### src/rtl/lcd_write_engine.sv
// lcd_write_engine
// Writes a burst of 1..4 bytes to an HD44780-class panel (8-bit, write-only).
// Each byte goes through SETUP -> PULSE -> HOLD -> WAIT. The phases last
// T_SU, T_EW, T_H and the execution delay in cycles. lcd_finish pulses for
// one cycle once the last byte's delay has expired.
// Optional feature macro: LCD_POWERUP_DELAY_EN. When it is defined, a
// T_PWR-cycle power-up hold follows reset, and one start request can be
// held pending during that hold.
module lcd_write_engine #(
   parameter int T_SU        = 2,
   parameter int T_EW        = 12,
   parameter int T_H         = 2,
   parameter int T_REF_WAIT  = 2000,
   parameter int T_INIT_WAIT = 82000,
   parameter int T_PWR       = 750000,
   parameter int CW          = 20
) (
   input  logic       clk,
   input  logic       rst,
   input  logic       lcd_enable,
   input  logic       mode,
   input  logic [1:0] lcd_cnt,
   input  logic       reg_sel,
   input  logic [7:0] data_in,
   output logic [1:0] byte_idx,
   output logic       lcd_finish,
   output logic       busy,
   output logic       lcd_e,
   output logic       lcd_rs,
   output logic       lcd_rw,
   output logic [7:0] lcd_db
);

   // Counter reload values: a phase of N cycles loads N-1 and ends at 0.
   // A parameter of 0 gives the same result as 1.
   localparam logic [CW-1:0] SU_LD   = (T_SU        > 1) ? CW'(T_SU - 1)        : '0;
   localparam logic [CW-1:0] EW_LD   = (T_EW        > 1) ? CW'(T_EW - 1)        : '0;
   localparam logic [CW-1:0] H_LD    = (T_H         > 1) ? CW'(T_H - 1)         : '0;
   localparam logic [CW-1:0] REF_LD  = (T_REF_WAIT  > 1) ? CW'(T_REF_WAIT - 1)  : '0;
   localparam logic [CW-1:0] INIT_LD = (T_INIT_WAIT > 1) ? CW'(T_INIT_WAIT - 1) : '0;
`ifdef LCD_POWERUP_DELAY_EN
   localparam logic [CW-1:0] PWR_LD  = (T_PWR       > 1) ? CW'(T_PWR - 1)       : '0;
`endif

   typedef enum logic [2:0] {
      ST_IDLE,
      ST_SETUP,
      ST_PULSE,
      ST_HOLD,
      ST_WAIT,
      ST_DONE
`ifdef LCD_POWERUP_DELAY_EN
      , ST_PWRUP
`endif
   } state_t;

   state_t        state;
   logic [CW-1:0] cnt;
   logic          m_r;
   logic [1:0]    last_r;
   logic          rs_r;
   logic          first_r;
`ifdef LCD_POWERUP_DELAY_EN
   logic          pend_r;
`endif

   // The panel is only ever written, so RW stays low.
   assign lcd_rw = 1'b0;

   // Burst sequencer: state, phase counter, latched request and panel outputs.
   always_ff @(posedge clk or negedge rst) begin
      if (!rst) begin
`ifdef LCD_POWERUP_DELAY_EN
         state   <= ST_PWRUP;
         cnt     <= PWR_LD;
         busy    <= 1'b1;
         pend_r  <= 1'b0;
`else
         state   <= ST_IDLE;
         cnt     <= '0;
         busy    <= 1'b0;
`endif
         byte_idx   <= '0;
         lcd_finish <= 1'b0;
         lcd_e      <= 1'b0;
         lcd_rs     <= 1'b0;
         lcd_db     <= '0;
         m_r        <= 1'b0;
         last_r     <= '0;
         rs_r       <= 1'b0;
         first_r    <= 1'b0;
      end else begin
         lcd_finish <= 1'b0;
         unique case (state)
`ifdef LCD_POWERUP_DELAY_EN
            ST_PWRUP: begin
               // A strobe here is remembered. A later strobe overwrites
               // the fields latched by an earlier one.
               if (lcd_enable) begin
                  m_r    <= mode;
                  last_r <= lcd_cnt;
                  rs_r   <= reg_sel;
                  pend_r <= 1'b1;
               end
               if (cnt == '0) begin
                  pend_r <= 1'b0;
                  if (pend_r || lcd_enable) begin
                     byte_idx <= '0;
                     cnt      <= SU_LD;
                     first_r  <= 1'b1;
                     state    <= ST_SETUP;
                  end else begin
                     busy  <= 1'b0;
                     state <= ST_IDLE;
                  end
               end else begin
                  cnt <= cnt - 1'b1;
               end
            end
`endif
            ST_IDLE: begin
               if (lcd_enable) begin
                  m_r      <= mode;
                  last_r   <= lcd_cnt;
                  rs_r     <= reg_sel;
                  byte_idx <= '0;
                  cnt      <= SU_LD;
                  first_r  <= 1'b1;
                  busy     <= 1'b1;
                  state    <= ST_SETUP;
               end
            end
            ST_SETUP: begin
               // By the first SETUP cycle, data_in already reflects the new
               // byte_idx, so RS and DB are captured at the end of that cycle.
               if (first_r) begin
                  lcd_rs  <= rs_r;
                  lcd_db  <= data_in;
                  first_r <= 1'b0;
               end
               if (cnt == '0) begin
                  lcd_e <= 1'b1;
                  cnt   <= EW_LD;
                  state <= ST_PULSE;
               end else begin
                  cnt <= cnt - 1'b1;
               end
            end
            ST_PULSE: begin
               if (cnt == '0) begin
                  lcd_e <= 1'b0;
                  cnt   <= H_LD;
                  state <= ST_HOLD;
               end else begin
                  cnt <= cnt - 1'b1;
               end
            end
            ST_HOLD: begin
               if (cnt == '0) begin
                  cnt   <= m_r ? INIT_LD : REF_LD;
                  state <= ST_WAIT;
               end else begin
                  cnt <= cnt - 1'b1;
               end
            end
            ST_WAIT: begin
               if (cnt == '0) begin
                  if (byte_idx == last_r) begin
                     lcd_finish <= 1'b1;
                     state      <= ST_DONE;
                  end else begin
                     byte_idx <= byte_idx + 1'b1;
                     cnt      <= SU_LD;
                     first_r  <= 1'b1;
                     state    <= ST_SETUP;
                  end
               end else begin
                  cnt <= cnt - 1'b1;
               end
            end
            ST_DONE: begin
               byte_idx <= '0;
               busy     <= 1'b0;
               state    <= ST_IDLE;
            end
            default: begin
               lcd_e    <= 1'b0;
               byte_idx <= '0;
               busy     <= 1'b0;
               state    <= ST_IDLE;
            end
         endcase
      end
   end

endmodule

### config.mk
export PLATFORM = sky130hd
export DESIGN_NAME = lcd_write_engine
export DESIGN_NICKNAME = d
export VERILOG_FILES = /design/src/rtl/lcd_write_engine.sv
export SDC_FILE = /design/constraint.sdc
export NUM_CORES = 1
export LEC_CHECK = 0
export BUFFER_PORTS_ARGS = -buffer_cell sky130_fd_sc_hd__buf_2
export CAP_MARGIN = 20
export CORE_ASPECT_RATIO = 1.25
export CORE_UTILIZATION = 50
export CTS_BUF_LIST = sky130_fd_sc_hd__clkbuf_16
export CTS_CLUSTER_SIZE = 16
export DETAILED_ROUTE_END_ITERATION = 6
export PLACE_DENSITY = 0.71
export SLEW_MARGIN = 30
export SYNTH_ARGS = -nofsm -noshare
export SYNTH_HDL_FRONTEND = slang
export SYNTH_SLANG_ARGS = --single-unit
### constraint.sdc
create_clock -name clk -period 3.74 [get_ports clk]
set_input_delay 0.935 -clock clk [delete_from_list [all_inputs] [get_ports clk]]
set_output_delay 0.935 -clock clk [all_outputs]
set_load 0.005 [all_outputs]
== After elaboration in Yosys (flattened, before gate mapping) ==
Cells that the tools add are included.

* Add/subtract/negate cells: 2
* Equality and inequality tests: 13
* Multiplexer cells: 30
* Bitwise gates (word level): 3
* Reductions and logical operators: 15

{| class="wikitable"
|+ Operators by type and width
! operator !! number
|-
| two-way mux 20 bit || 6
|-
| one-hot mux 20 bit (5 select lines) || 1
|-
| logical NOT 20 bit || 1
|-
| subtractor 20 x 1 -> 20 bit (second input constant) || 1
|-
| two-way mux 3 bit || 6
|-
| two-way mux 17 bit || 1
|-
| one-hot mux 3 bit (5 select lines) || 1
|-
| inequality test 2 bit (second input constant) || 6
|-
| two-way mux 1 bit || 8
|-
| AND reduction 4 bit || 2
|-
| OR reduction 4 bit || 2
|-
| equality test 3 x 2 -> 1 bit (second input constant) || 2
|-
| equality test 3 bit (second input constant) || 2
|-
| two-way mux 2 bit || 3
|-
| one-hot mux 1 bit (3 select lines) || 2
|-
| one-hot mux 2 bit (3 select lines) || 1
|-
| AND reduction 2 bit || 3
|-
| AND reduction 3 bit || 2
|-
| AND reduction 5 bit || 1
|-
| nonzero test 5 bit || 1
|-
| equality test 3 x 1 -> 1 bit (second input constant) || 1
|-
| logical NOT 3 bit || 1
|-
| inequality test 3 bit (second input constant) || 1
|-
| NOT 1 bit || 3
|-
| other kinds (5) || 5
|}

* Register bits after elaboration: 42
* Output and inout port bits: 15
* Logic and storage cells: 75

== Longest topological paths before layout ==
Gate-level depths: netlist (run 1).

* Depth after elaboration: 4
* Gate-level depth with buffers: 10

== Least setup slack after synthesis (run 1) ==
No wires, ideal clock.

* Path kind: flip-flop to flip-flop
* Start: register cnt[0]
* End: register cnt[3]
* Arrival time: 1882 ps
* Path slack: 1740 ps
* Cell stages (with the launch flop): 11
* Clock period less this slack: 2000 ps
* Path through: dfrtp_1 inv_1 ha_1 nor4b_2 nand4_4 or2_0 buf_6 o21ai_4 buf_6 o21bai_1 o21a_1

* Longest elaborated chain between the ends: 3
* Elaborated cells between the ends (all ways): 9
* Those cells by class: 1 x add/sub; 1 x eq/ne; 5 x mux; 2 x reduce/logical

{| class="wikitable"
|+ Ends and longest elaborated chain
! element !! RTL line !! text
|-
| from (decl) || 58 || <nowiki>logic [CW-1:0] cnt;</nowiki>
|-
| from (signal assigned) || 146 || <nowiki>cnt <= cnt - 1'b1;</nowiki>
|-
| from (signal assigned) || 155 || <nowiki>cnt <= cnt - 1'b1;</nowiki>
|-
| from (signal assigned) || 160 || <nowiki>cnt <= m_r ? INIT_LD : REF_LD;</nowiki>
|-
| subtractor 20 x 1 -> 20 bit or logical NOT 20 bit (tied branches) || n/a ||
|-
| two-way mux 20 bit (tied with other cells) || 167 || <nowiki>if (cnt == '0) begin</nowiki>
|-
| one-hot mux 20 bit (5 select lines) or AND reduction 3 bit (tied branches) || n/a ||
|}

Several ways; a longest one is shown, not always the timed one.
A chain may end at the register's enable or synchronous reset.

== Worst setup path after layout (run 1) ==
* Start: register cnt[0]
* End: register cnt[6]

The elaborated chain is that of the path after synthesis.

==> results of run 1 <==
-- stage by stage --
stage                     setup WS (ns)  std cells
after global routing              0.892        324
after CTS                          1.08        324
after floorplan                    1.74        242
final                              1.10        324
after global placement             1.19        316
after detailed placement           1.10        316
-- area by class of cell --
cell class | count | share of cell area [%]
clock buffers | 5 | 4.80
clock inverters | 3 | 0.960
inverters | 9 | 1.30
multi-input cells | 179 | 44.4
flip-flops and latches | 42 | 40.3
well taps | 58 | 2.78
repair buffers | 28 | 5.47
-- state kept, by name (all words and copies together) (netlist names) --
signal	count
cnt	20
lcd_db	8
state	3
first_r	1
m_r	1
lcd_e	1
lcd_rs	1
busy	1
lcd_finish	1
byte_idx	2
last_r	2
rs_r	1
-- path summary, 6_finish.rpt --
kind / startpoint / to / slack [ns]
max in group asynchronous: rst / last_r[0] / 2.75
worst min register to register: lcd_db[0] / lcd_db[0] / 0.50
worst max-delay path: cnt[0] / cnt[6] / 1.10
worst max register to register: cnt[0] / cnt[6] / 1.10
min in group asynchronous: rst / cnt[4] / 0.63
worst min-delay path: lcd_db[0] / lcd_db[0] / 0.50
-- layer usage --
metal  global-route usage, %  wire [microns]  vias to the layer above
met1                    25.2            2080                      871
met5                       0               0                        -
met3                    2.33             138                        6
met4                    8.14              44                        0
li1                        -               -                      906
met2                    36.8            2400                       36
-- power breakdown --
group	total [uW]	switching, uW	internal, uW
logic	26.2	14.1	12.2
clock network	434	183	251
registers	460	1.88	459
total	920	199	721
-- synth_stat cells, types with 2 or more instances --
| library cell | instances | area [sq um] |
|---|---|---|
| sky130_fd_sc_hd__nor4_1 | 2 | 12.5 |
| sky130_fd_sc_hd__xnor2_1 | 4 | 35.0 |
| sky130_fd_sc_hd__nor2_1 | 25 | 93.8 |
| sky130_fd_sc_hd__o21ai_0 | 19 | 95.1 |
| sky130_fd_sc_hd__inv_1 | 9 | 33.8 |
| sky130_fd_sc_hd__buf_6 | 3 | 33.8 |
| sky130_fd_sc_hd__or3_1 | 4 | 25.0 |
| sky130_fd_sc_hd__a21oi_1 | 11 | 55.1 |
| sky130_fd_sc_hd__mux2_2 | 14 | 158 |
| sky130_fd_sc_hd__nor3_2 | 2 | 20.0 |
| sky130_fd_sc_hd__buf_2 | 5 | 25.0 |
| sky130_fd_sc_hd__dfrtp_1 | 42 | 1050 |
| sky130_fd_sc_hd__o21ai_1 | 6 | 30.0 |
| sky130_fd_sc_hd__nor2b_1 | 3 | 18.8 |
| sky130_fd_sc_hd__a21oi_2 | 3 | 26.3 |
| sky130_fd_sc_hd__a21o_1 | 3 | 22.5 |
| sky130_fd_sc_hd__nor3_1 | 5 | 25.0 |
| sky130_fd_sc_hd__nand2b_1 | 5 | 31.3 |
| sky130_fd_sc_hd__a22o_1 | 3 | 26.3 |
| sky130_fd_sc_hd__o31ai_1 | 2 | 15.0 |
| sky130_fd_sc_hd__a31oi_1 | 3 | 18.8 |
| sky130_fd_sc_hd__o32ai_1 | 2 | 17.5 |
| sky130_fd_sc_hd__a22oi_1 | 2 | 15.0 |
| sky130_fd_sc_hd__o211ai_1 | 3 | 22.5 |
| sky130_fd_sc_hd__clkbuf_1 | 3 | 11.3 |
| sky130_fd_sc_hd__and2_1 | 2 | 12.5 |
| sky130_fd_sc_hd__nand3_1 | 12 | 60.1 |
| sky130_fd_sc_hd__nand2_1 | 20 | 75.1 |
| sky130_fd_sc_hd__ha_1 | 2 | 25.0 |
-- cells by family after synthesis --
logic type | Yosys count | share of synthesized area, %
AND/OR/NAND/NOR | 89 | 20.3
other | 1 | 0.162
AO/OA/AOI/OAI | 68 | 19.6
flip-flops | 42 | 45.3
adder cells (fa/ha/maj) | 2 | 1.08
buffers and inverters | 21 | 4.80
XOR/XNOR | 4 | 1.51
multiplexers | 15 | 7.23
==> results, run 1 <==
- The starting DRC count in detailed routing is 104.
- Setup repair after global routing left no endpoint under its margin.
- The sum of overflow across all layers after global routing is 0.
- The cell area that synthesis handed to floorplanning was 0.00232 sq mm.
- The layout-stage area growth over the synthesis result is 12.4%.
- Along the worst path, the maximum fanout reaches 11.
- The type of destination of the critical path is a flop.
- The hold path depth is 1.
- After detailed routing, the number of remaining DRC violations is 0.
- The number of flops mapped to enable cells by yosys is 0.
- The worst setup path is launched from a flop.
- The number of cells on the critical path is 8.
- The count of yosys warnings during synthesis is 0.
- The count of filler cells inserted in the layout is 384.
- The die covers 0.00492 sq mm.
- The run finished with clean final reports.
- The share of post-route cells with drive strength above 1 is 23.7%.
- For the pin with the worst max-slew slack, the measured transition is 0.739 ns.
- The first global-routing pass estimated 8140 microns of wire.
- The total area of multi-input combinational cells is 0.00116 sq mm.
- The number of nets at the end of the flow is 282.
- Across all hold checks on the routed design, the worst slack comes to 0.504 ns.
- The pin count of the biggest net entering global routing is 43.
- The start-to-end type of the worst setup path is reg -> reg.
- The tree built by TritonCTS fans out to 42 sinks.
- Clock latency on the worst-skew pair, taken at its later pin, is 0.28 ns.
- The largest buffer count on any clock path is 2.
- The library cell used as clock root buffer is sky130_fd_sc_hd__clkbuf_16.
- 30 I/O pins were placed.
- Headroom to the max-slew limit came out at 50.5%.
- The CTS tree is yes.
- The library cells used most frequently in the layout, excluding fill and tap cells, are 42 x sky130_fd_sc_hd__dfrtp_1, 27 x sky130_fd_sc_hd__buf_2, 25 x sky130_fd_sc_hd__nor2_1, 20 x sky130_fd_sc_hd__nand2_1, 19 x sky130_fd_sc_hd__o21ai_0.
- The worst min-delay path class is reg -> reg.
- The cell family with the largest share of critical-path delay is simple AND/OR/NAND/NOR gates.
- The detail route stage leaves a number of antenna-violating nets equal to 0.
- The repair_antennas step left the layout with diodes totalling 0.
- The initial core utilization is 52.4%.
- The H-tree generated during clock tree synthesis spans 2 levels.
- Once the clock tree was built, the resizer swapped 0 gates to a different size.
- The synthesis-stage register bit count is 42.
- The worst path buffer plus inverter count is 1.
- Summing the sequential cell areas from Yosys gives 45.3% of the chip area.
- The overall die height is 78.1 microns.
- At the worst endpoint, the arrival time is 2.81 ns.
- The required time of the critical path is 3.91 ns.
- The number of antenna violations at the first check in global routing is 0.
- The final worst clock skew is 0.00680 ns.
- For the worst flop-to-flop path, the logic depth is 8.
- The number of buffers added on ports is 28.
- Summed over all failing endpoints, the final setup total negative slack is 0 ns.
- The region available for standard cell placement spans 0.00443 sq mm.
- The final max-slew violation count came to 0.
- The instance area after placement is 0.00245 sq mm.
- The final period demand of the worst path is 2.64 ns.
- After clock tree synthesis, the clock-pin slew on the worst setup and hold paths is 0.06 ns.
- Counting the buffers created by CTS gives 5.
- The total number of placement rows is 27.
- The chip width is 62.9 microns.
- The power density of the placed cells is 353 mW/mm^2.
- The largest individual stage delay along the critical path comes from the cell sky130_fd_sc_hd__nor2_1.
- The number of hold buffers added after cts is 0.
- The share of flip-flops with an asynchronous set or reset after synthesis is 100%.
- The maximum cell stage delay along the critical path is 0.61 ns.
- Across the whole layout, storage elements account for 0.00105 sq mm.
- The routed design has 4670 microns of wire.
- The highest attainable clock frequency is 379 MHz.
- Dividing the final minimum period by the clock period gives 70.6%.
- Across the VDD grid, the largest voltage drop is 0.291 mV.
- The total power is 920 uW.
- The placed wire-length estimate after detailed placement is 3290 microns.
- The first detailed-routing pass ran for 4 iterations.
- The final standard cell utilization of the core is 58.9%.
- The analysis attributes to cell leakage a power of 0.00108 uW.
- The count of endpoints failing hold in the final timing report is 0.
- The number of instances in the synthesized netlist is 242.
- After clock tree synthesis, the setup repair step added 0 buffers.
- The routed layout has 1,819 vias.
- The most frequently used flop master after synthesis is sky130_fd_sc_hd__dfrtp_1.
- The last weighted congestion value of the routability-driven placer is 0.774.
- The max-capacitance violation count is 0.
- The number of distinct standard cells referenced by the synthesized netlist is 52.
- The library cell used most frequently in the layout, excluding fill and tap cells, is sky130_fd_sc_hd__dfrtp_1.
- A synthesized cell averages 9.58 sq um.
- The net count after synthesis is 259.
- The post-route cell area is 0.00261 sq mm.
- Using the TritonRoute via totals, the vias-per-cell ratio works out to 5.61.
- The final count of negative-setup-slack endpoints is 0.
- Traced cell by cell, the critical path runs through inv_1 -> ha_1 -> nor4b_2 -> nand4_4 -> nor2_1 -> o2111ai_1 -> a21o_1 -> a22o_1.
- Global routing consumed, over all layers together, 20.7% of the routing resources.
- The number of global-route vias before repair came to 1,832.
- The final routed wire length divided by cell count is 14.4 microns.
Note: power is estimated with default switching activity, not from simulation.
==> run 2, diff against run 1 <==
--- a/config.mk
+++ b/config.mk
@@ -12,7 +12,7 @@
 export CTS_BUF_LIST = sky130_fd_sc_hd__clkbuf_16
 export CTS_CLUSTER_SIZE = 16
 export DETAILED_ROUTE_END_ITERATION = 6
-export PLACE_DENSITY = 0.71
+export PLACE_DENSITY = 0.73
 export SLEW_MARGIN = 30
 export SYNTH_ARGS = -nofsm -noshare
 export SYNTH_HDL_FRONTEND = slang
==> constraint.sdc (replaced) <==
create_clock -name clk -period 2.4 [get_ports clk]
set_input_delay 0.6 -clock clk [delete_from_list [all_inputs] [get_ports clk]]
set_output_delay 0.6 -clock clk [all_outputs]
set_load 0.005 [all_outputs]
==> run 2 against run 1 <==
Via count grew 3.5%; critical path depth grew 1; largest cell class unchanged; global-route usage grew 1.7 points; clock power grew 59%; fmax grew 21%; sequential power grew 56%; final area grew 4.1%; cell count grew 3.4%; largest power group unchanged; die area is the same; highest routed layer unchanged; routed wire length grew 3.1%; sequential cell count is the same; clock skew shrank 0.0021 ns; critical path type unchanged.
==> results, run 2 (synthesis gave the netlist of run 1 again) <==
- The run finished with clean final reports.
- Setup violations remaining at the end of the flow were counted as 0.
- The top register by number of flip-flops is cnt.
- The worst min-delay path class is in -> async.
- After floorplanning, the core was divided into 27 placement rows.
- The aggregate global-route resource usage is 22.3%.
- The layout-stage area growth over the synthesis result is 17.0%.
- The via total after detailed routing is 1,882.
- Buffers added to address setup during post-CTS repair amount to 0.
- The finished layout holds 335 standard cells, fillers aside.
- The number of antenna violations at the first check in global routing is 0.
- Routability-driven placement finished with a final weighted congestion of 0.793.
- The repair_antennas step left the layout with diodes totalling 0.
- The final worst clock skew is 0.00472 ns.
- The power density of the placed cells is 536 mW/mm^2.
- The highest attainable clock frequency is 457 MHz.
- The number of routed nets with antenna violations is 0.
- The die covers 0.00492 sq mm.
- The flip-flop count of the largest register after layout is 20.
- Data on the critical path arrives at its endpoint at 2.37 ns.
- Together, buffers and inverters on the worst path number 2.
- The worst voltage drop across the vdd grid is 0.434 mV.
- In the routed layout, each cell is associated on average with a via count of 5.62.
- Pin placement for this block handled 30 I/O pins.
- The start-to-end type of the worst setup path is reg -> reg.
- For this run the aggregate overflow at the end of global routing stands at 0.
- The number of design rule violations left after detail routing is 0.
- The library cell used as clock root buffer is sky130_fd_sc_hd__clkbuf_16.
- Leaving out fill and tap cells, the most frequent cells in the layout are 42 x sky130_fd_sc_hd__dfrtp_1, 28 x sky130_fd_sc_hd__buf_2, 25 x sky130_fd_sc_hd__nor2_1, 20 x sky130_fd_sc_hd__nand2_1, 19 x sky130_fd_sc_hd__o21ai_0.
- The number of instances in the placed design is 327.
- Of all nets on the critical path, the largest fanout is 7.
- The slowest library cell on the worst path is sky130_fd_sc_hd__dfrtp_1.
- The chip width is 62.9 microns.
- The CTS tree is yes.
- In the final layout, the registers with the most flip-flops are cnt x20, lcd_db x8, state x3.
- The worst setup path is launched from a flop.
- The worst-case headroom to the max-slew limit is 63.8%.
- The count of endpoints failing hold in the final timing report came to 0.
- On the final layout, the worst hold slack is 0.269 ns.
- The number of sinks handled by clock tree synthesis is 42.
- The pin count of the biggest net entering global routing is 43.
- The filler cells instantiated in the layout total 392.
- The first-pass GRT wire length is 8500 microns.
- The final max-slew violation count is 0.
- The most critical setup path has its startpoint at cnt[0].
- The final routed wire length divided by cell count is 14.4 microns.
- The clock latency reported for the late side of the worst-skew pair is 0.29 ns.
- The largest buffer count on any clock path is 2.
- After layout, the minimum clock period comes to 2.19 ns.
- Setup repair after global routing left no endpoint under its margin.
- The type of destination of the critical path is a flop.
- The signal on the critical path passes through inv_1 -> ha_1 -> nor4b_2 -> nand4_4 -> or2_1 -> buf_4 -> nor2_1 -> a21oi_1 -> o32ai_1.
- Dividing the final minimum period by the clock period gives 91.2%.
- The starting DRC count in detailed routing is 78.
- Leaving out fill and tap cells, the most frequent cell in the layout is sky130_fd_sc_hd__dfrtp_1.
- For this design the static power due to leakage is 0.00114 uW.
- Summed over all failing endpoints, the final setup total negative slack is 0 ns.
- The maximum cell stage delay along the critical path is 0.40 ns.
- The pre-antenna-repair detailed-routing pass consisted of 4 iterations.
- The number of global-route vias before repair is 1,855.
- The level count of the clock H-tree is 2.
- Clock-pin slew was measured on the worst setup and hold paths at 0.06 ns.
- The number of buffers added on ports is 28.
- The number of nets at the end of the flow is 293.
- The post-route netlist has 26.7% of its cells at a drive strength greater than 1.
- Data on the critical path is required at its endpoint by 2.58 ns.
- The max-capacitance violation count is 0.
- The total core area is 0.00443 sq mm.
- The HPWL after detailed placement is 3510 microns.
- The die is 78.1 microns tall.
- In this run, CTS created clock tree buffers numbering 5.
- The routed design has 4810 microns of wire.
- The initial core utilization is 52.4%.
- At the pin with the least slew margin, the transition time is 0.543 ns.
- The number of hold buffers added after cts is 0.
- In this run the critical register-to-register path is launched from cnt[0].
- On the critical path the largest part of the delay comes from simple AND/OR/NAND/NOR gates.
[run 2: through the flow]
step | util, % | total power [uW] | setup WS [ns] | cell area [sq um]
floorplan | - | 741 | 0.400 | 2320
global placement | 57.9 | 776 | 0.189 | 2560
detailed placement | 57.9 | 778 | 0.151 | 2560
CTS | 61.3 | 1470 | 0.111 | 2710
global route | 61.3 | 1500 | 0.00891 | 2710
finish | 61.3 | 1450 | 0.211 | 2710
[run 2: area by class of cell]
cell class                      count  area, sq um  area share, %
Multi-Input combinational cell    179         1160           42.6
Tap cell                           58         72.6           2.68
Sequential cell                    42         1050           38.7
Clock inverter                      3         26.3          0.969
Clock buffer                        5          125           4.61
Inverter                            9         33.8           1.25
Timing Repair Buffer               39          248           9.13
[run 2: timing repair]
item                                    in CTS  in global routing
endpoints found under the hold margin        0                  0
gates resized for setup                      0                  1
endpoints found under the setup margin       0                  7
[run 2: routing by layer]
metal / wire (microns) / global-route usage (%) / vias up
met2: 2430 / 38.1 / 28
met5: 0 / 0 / -
li1: - / - / 935
met4: 107 / 9.53 / 0
met1: 2120 / 27.1 / 911
met3: 150 / 4.65 / 8
[run 2: worst paths after layout]
kind | to | slack [ns] | cells after the start
worst max-delay path | lcd_e | 0.21 | 9
worst min-delay path | cnt[4] | 0.27 | 2
worst max register to register | lcd_e | 0.21 | 9
worst min register to register | lcd_rs | 0.50 | 1
max in group asynchronous | cnt[3] | 1.91 | 2
min in group clk | lcd_rs | 0.50 | 1
[run 2: worst register-to-register path: cells and delay by family, from the launching register on]
kind / cells / cell delay (ns)
AO/OA/AOI/OAI: 2 / 0.25
flip-flops: 1 / 0.40
AND/OR/NAND/NOR: 4 / 0.99
adder cells (fa/ha/maj): 1 / 0.14
buffers and inverters: 2 / 0.30
[run 2: power by group]
part	switching, uW	leakage (uW)	internal (uW)
clock	295	0.0000752	396
sequential	3.31	0.000487	715
combinational	22.9	0.000581	21.9
total	321	0.00114	1130
==> run 3, diff against run 2 <==
--- a/config.mk
+++ b/config.mk
@@ -7,12 +7,16 @@
 export LEC_CHECK = 0
 export BUFFER_PORTS_ARGS = -buffer_cell sky130_fd_sc_hd__buf_2
 export CAP_MARGIN = 20
+export CELL_PAD_IN_SITES_DETAIL_PLACEMENT = 0
+export CELL_PAD_IN_SITES_GLOBAL_PLACEMENT = 1
 export CORE_ASPECT_RATIO = 1.25
-export CORE_UTILIZATION = 50
+export CORE_MARGIN = 5
+export CORE_UTILIZATION = 40
 export CTS_BUF_LIST = sky130_fd_sc_hd__clkbuf_16
 export CTS_CLUSTER_SIZE = 16
 export DETAILED_ROUTE_END_ITERATION = 6
-export PLACE_DENSITY = 0.73
+export PLACE_DENSITY_LB_ADDON = 0.1
+export SKIP_LAST_GASP = 1
 export SLEW_MARGIN = 30
 export SYNTH_ARGS = -nofsm -noshare
 export SYNTH_HDL_FRONTEND = slang
==> run 3 against run 2 <==
Combinational power fell by 2%; sequential share of layout area down 0.11 points; register-to-register slack barely moved; critical path depth fell by 1; global-route usage fell by 6.9 points; sequential cell count unchanged; fmax grew 0.41%; cell count increased by 2.7%.
==> results, run 3 (synthesis gave the netlist of run 1 again) <==
- The final count of negative-setup-slack endpoints is 0.
- In this run the worst hold path is classified as in -> async.
- Cells with a size suffix above 1 make up 27.3% of the layout.
- The post-route cell area is 0.00272 sq mm.
- The I/O pin count is 30.
- Timing would allow up to 459 MHz.
- After detailed routing, the average wire length per cell comes to 15.6 microns.
- The critical path starts at cnt[0].
- The area of the die is 0.00743 sq mm.
- The initial core utilization is 40.7%.
- The placed wire-length estimate after detailed placement is 3980 microns.
- The clock net in this run drives a total of 42 sinks.
- The via total after detailed routing is 1,855.
- For this block, the initial DRC count from the detailed router was 77.
- At the end of routability-driven placement, the weighted congestion stood at 0.791.
- The most common cell after layout, fill and taps aside is sky130_fd_sc_hd__dfrtp_1.
- For the final database, setup skew stands at 0.00669 ns.
- The critical path ends at cnt[6].
- In this run the worst path has a maximum fanout of 7.
- The antenna diode instance count is 0.
- The pin count of the biggest net entering global routing is 22.
- On the final layout, the worst hold slack is 0.227 ns.
- The layout-stage area growth over the synthesis result is 17.3%.
- In this run the cell area measured after placement is 0.00257 sq mm.
- The count of endpoints failing hold in the final timing report is 0.
- The type of destination of the critical path is a flop.
- The clock passes through at most 2 buffers.
- Before antenna repair, the detailed router went through 4 iterations.
- The number of design rule violations left after detail routing is 0.
- The number of global-route vias before repair came to 1,868.
- Power spread over the standard cell area amounts to 537 mW/mm^2.
- The analysis attributes to cell leakage a power of 0.00114 uW.
- STA puts the critical path data required time at 2.57 ns.
- Detailed routing placed a total of 2710 microns of wire on met2.
- The final layout contains 294 nets.
- The count of filler cells inserted in the layout is 558.
- The top layer reached by signal wires is met4.
- For this block, wires on met1 add up to 2400 microns.
- The final period demand of the worst path is 2.18 ns.
- The largest registers in the layout are cnt x20, lcd_db x8, state x3.
- The worst setup path is launched from a flop.
- The launch instance of the worst register-to-register path is cnt[0].
- Counting the buffers created by CTS gives 5.
- Measured in cells, the most critical reg-to-reg path has a length of 8.
- Setup repair after global routing left no endpoint under its margin.
- For this run, the total global-route usage over all layers was measured as 15.4%.
- The flow ran to the end, and the final reports show no timing, DRC or antenna violations.
- The clock reaches the later pin of the worst-skew pair after 0.28 ns.
- After global routing the overflow that remains totals 0.
- In the finished design, the share of the clock period the worst path needs comes to 90.8%.
- The post-route setup TNS is 0 ns.
- The number of routed nets with antenna violations is 0.
- The endpoint of the lowest-slack register-to-register path is cnt[6].
- The worst setup path is of the reg -> reg kind.
- The library cell used as clock root buffer is sky130_fd_sc_hd__clkbuf_16.
- The arrival time at the worst endpoint is 2.35 ns.
- In this run the horizontal extent of the chip is 78.1 microns.
- The max-capacitance violation count is 0.
- The final max-slew violation count was 0.
- The first global-routing pass estimated 9200 microns of wire.
- The total met3 wirelength after detailed routing is 190 microns.
- In this run the standard cell core region covers 0.00570 sq mm.
- Leaving out fill and tap cells, the most frequent cells in the layout are 42 x sky130_fd_sc_hd__dfrtp_1, 28 x sky130_fd_sc_hd__buf_2, 25 x sky130_fd_sc_hd__nor2_1, 20 x sky130_fd_sc_hd__nand2_1, 19 x sky130_fd_sc_hd__o21ai_0.
- In this run the core area contains 31 standard-cell rows.
- The total length of routed wires is 5380 microns.
- The clock transition time at the flip-flop clock pins of the worst setup and hold paths is 0.07 ns.
- The flip-flop count of the largest register after layout is 20.
- The setup check on the worst reg-to-reg path leaves a slack of 0.22 ns.
- In the routed layout, each cell is associated on average with a via count of 5.39.
- TritonCTS built the clock tree.
- Measured along the y axis, the die boundary spans 95.1 microns.
- The level count of the clock H-tree is 2.
- The number of antenna violations at the first check in global routing was 0.
- The top register by number of flip-flops is cnt.
- The number of buffers added on ports is 28.
- The worst voltage drop across the vdd grid is 0.386 mV.
-- run 3: worst min-delay path by stage --
stage	to	slack, ns	cells after the start
after floorplan	busy	0.30	0
after global placement	busy	0.48	2
after detailed placement	lcd_db[2]	0.49	1
after CTS	cnt[14]	0.24	1
after global routing	cnt[15]	0.27	1
final	cnt[15]	0.23	1
-- run 3: per-layer routing --
metal	vias to the layer above	track usage [%]
li1	936	-
met1	876	20.1
met2	37	25.5
met3	6	2.84
met4	0	5.35
met5	-	0
-- run 3: per-stage QoR --
step / std cells / utilization (%) / worst slack [ns] / total power [uW]
2_1_floorplan: 242 / - / 0.400 / 741
3_3_place_gp: 336 / 45.0 / 0.129 / 776
3_5_place_dp: 336 / 45.0 / 0.0961 / 777
4_1_cts: 344 / 47.7 / 0.0740 / 1490
5_1_grt: 344 / 47.7 / 0.00881 / 1520
6_report: 344 / 47.7 / 0.220 / 1460
-- run 3: where the power goes --
| group | total (uW) | switching, uW | internal (uW) | leakage, uW |
|---|---|---|---|---|
| combinational | 44.0 | 23.4 | 20.6 | 0.000583 |
| clock | 699 | 302 | 397 | 0.0000752 |
| sequential | 717 | 2.84 | 714 | 0.000487 |
| total | 1460 | 328 | 1130 | 0.00114 |
-- run 3: area by class of cell --
cell class              count  area (sq um)  share of cell area (%)
multi-input cells         179          1160                    42.6
flip-flops and latches     42          1050                    38.6
repair buffers             40           243                    8.92
clock buffers               5           125                    4.60
well taps                  66          82.6                    3.04
inverters                   9          33.8                    1.24
clock inverters             3          26.3                   0.966
-- run 3: repair_timing --
| item | 4_1_cts | 5_1_grt |
|---|---|---|
| hold buffers | 0 | 0 |
| gates resized for setup | 0 | 2 |
| buffers inserted | 0 | 0 |
| endpoints found under the setup margin | 0 | 18 |
-- run 3: critical path: stages (launching register included) --
cell and delay (ns):
sky130_fd_sc_hd__dfrtp_1 0.40, sky130_fd_sc_hd__inv_1 0.10, sky130_fd_sc_hd__ha_1 0.14, sky130_fd_sc_hd__nor4b_2 0.29
sky130_fd_sc_hd__nand4_4 0.18, sky130_fd_sc_hd__o21ai_0 0.27, sky130_fd_sc_hd__o2111ai_1 0.26, sky130_fd_sc_hd__a21o_1 0.22
sky130_fd_sc_hd__a22o_1 0.21
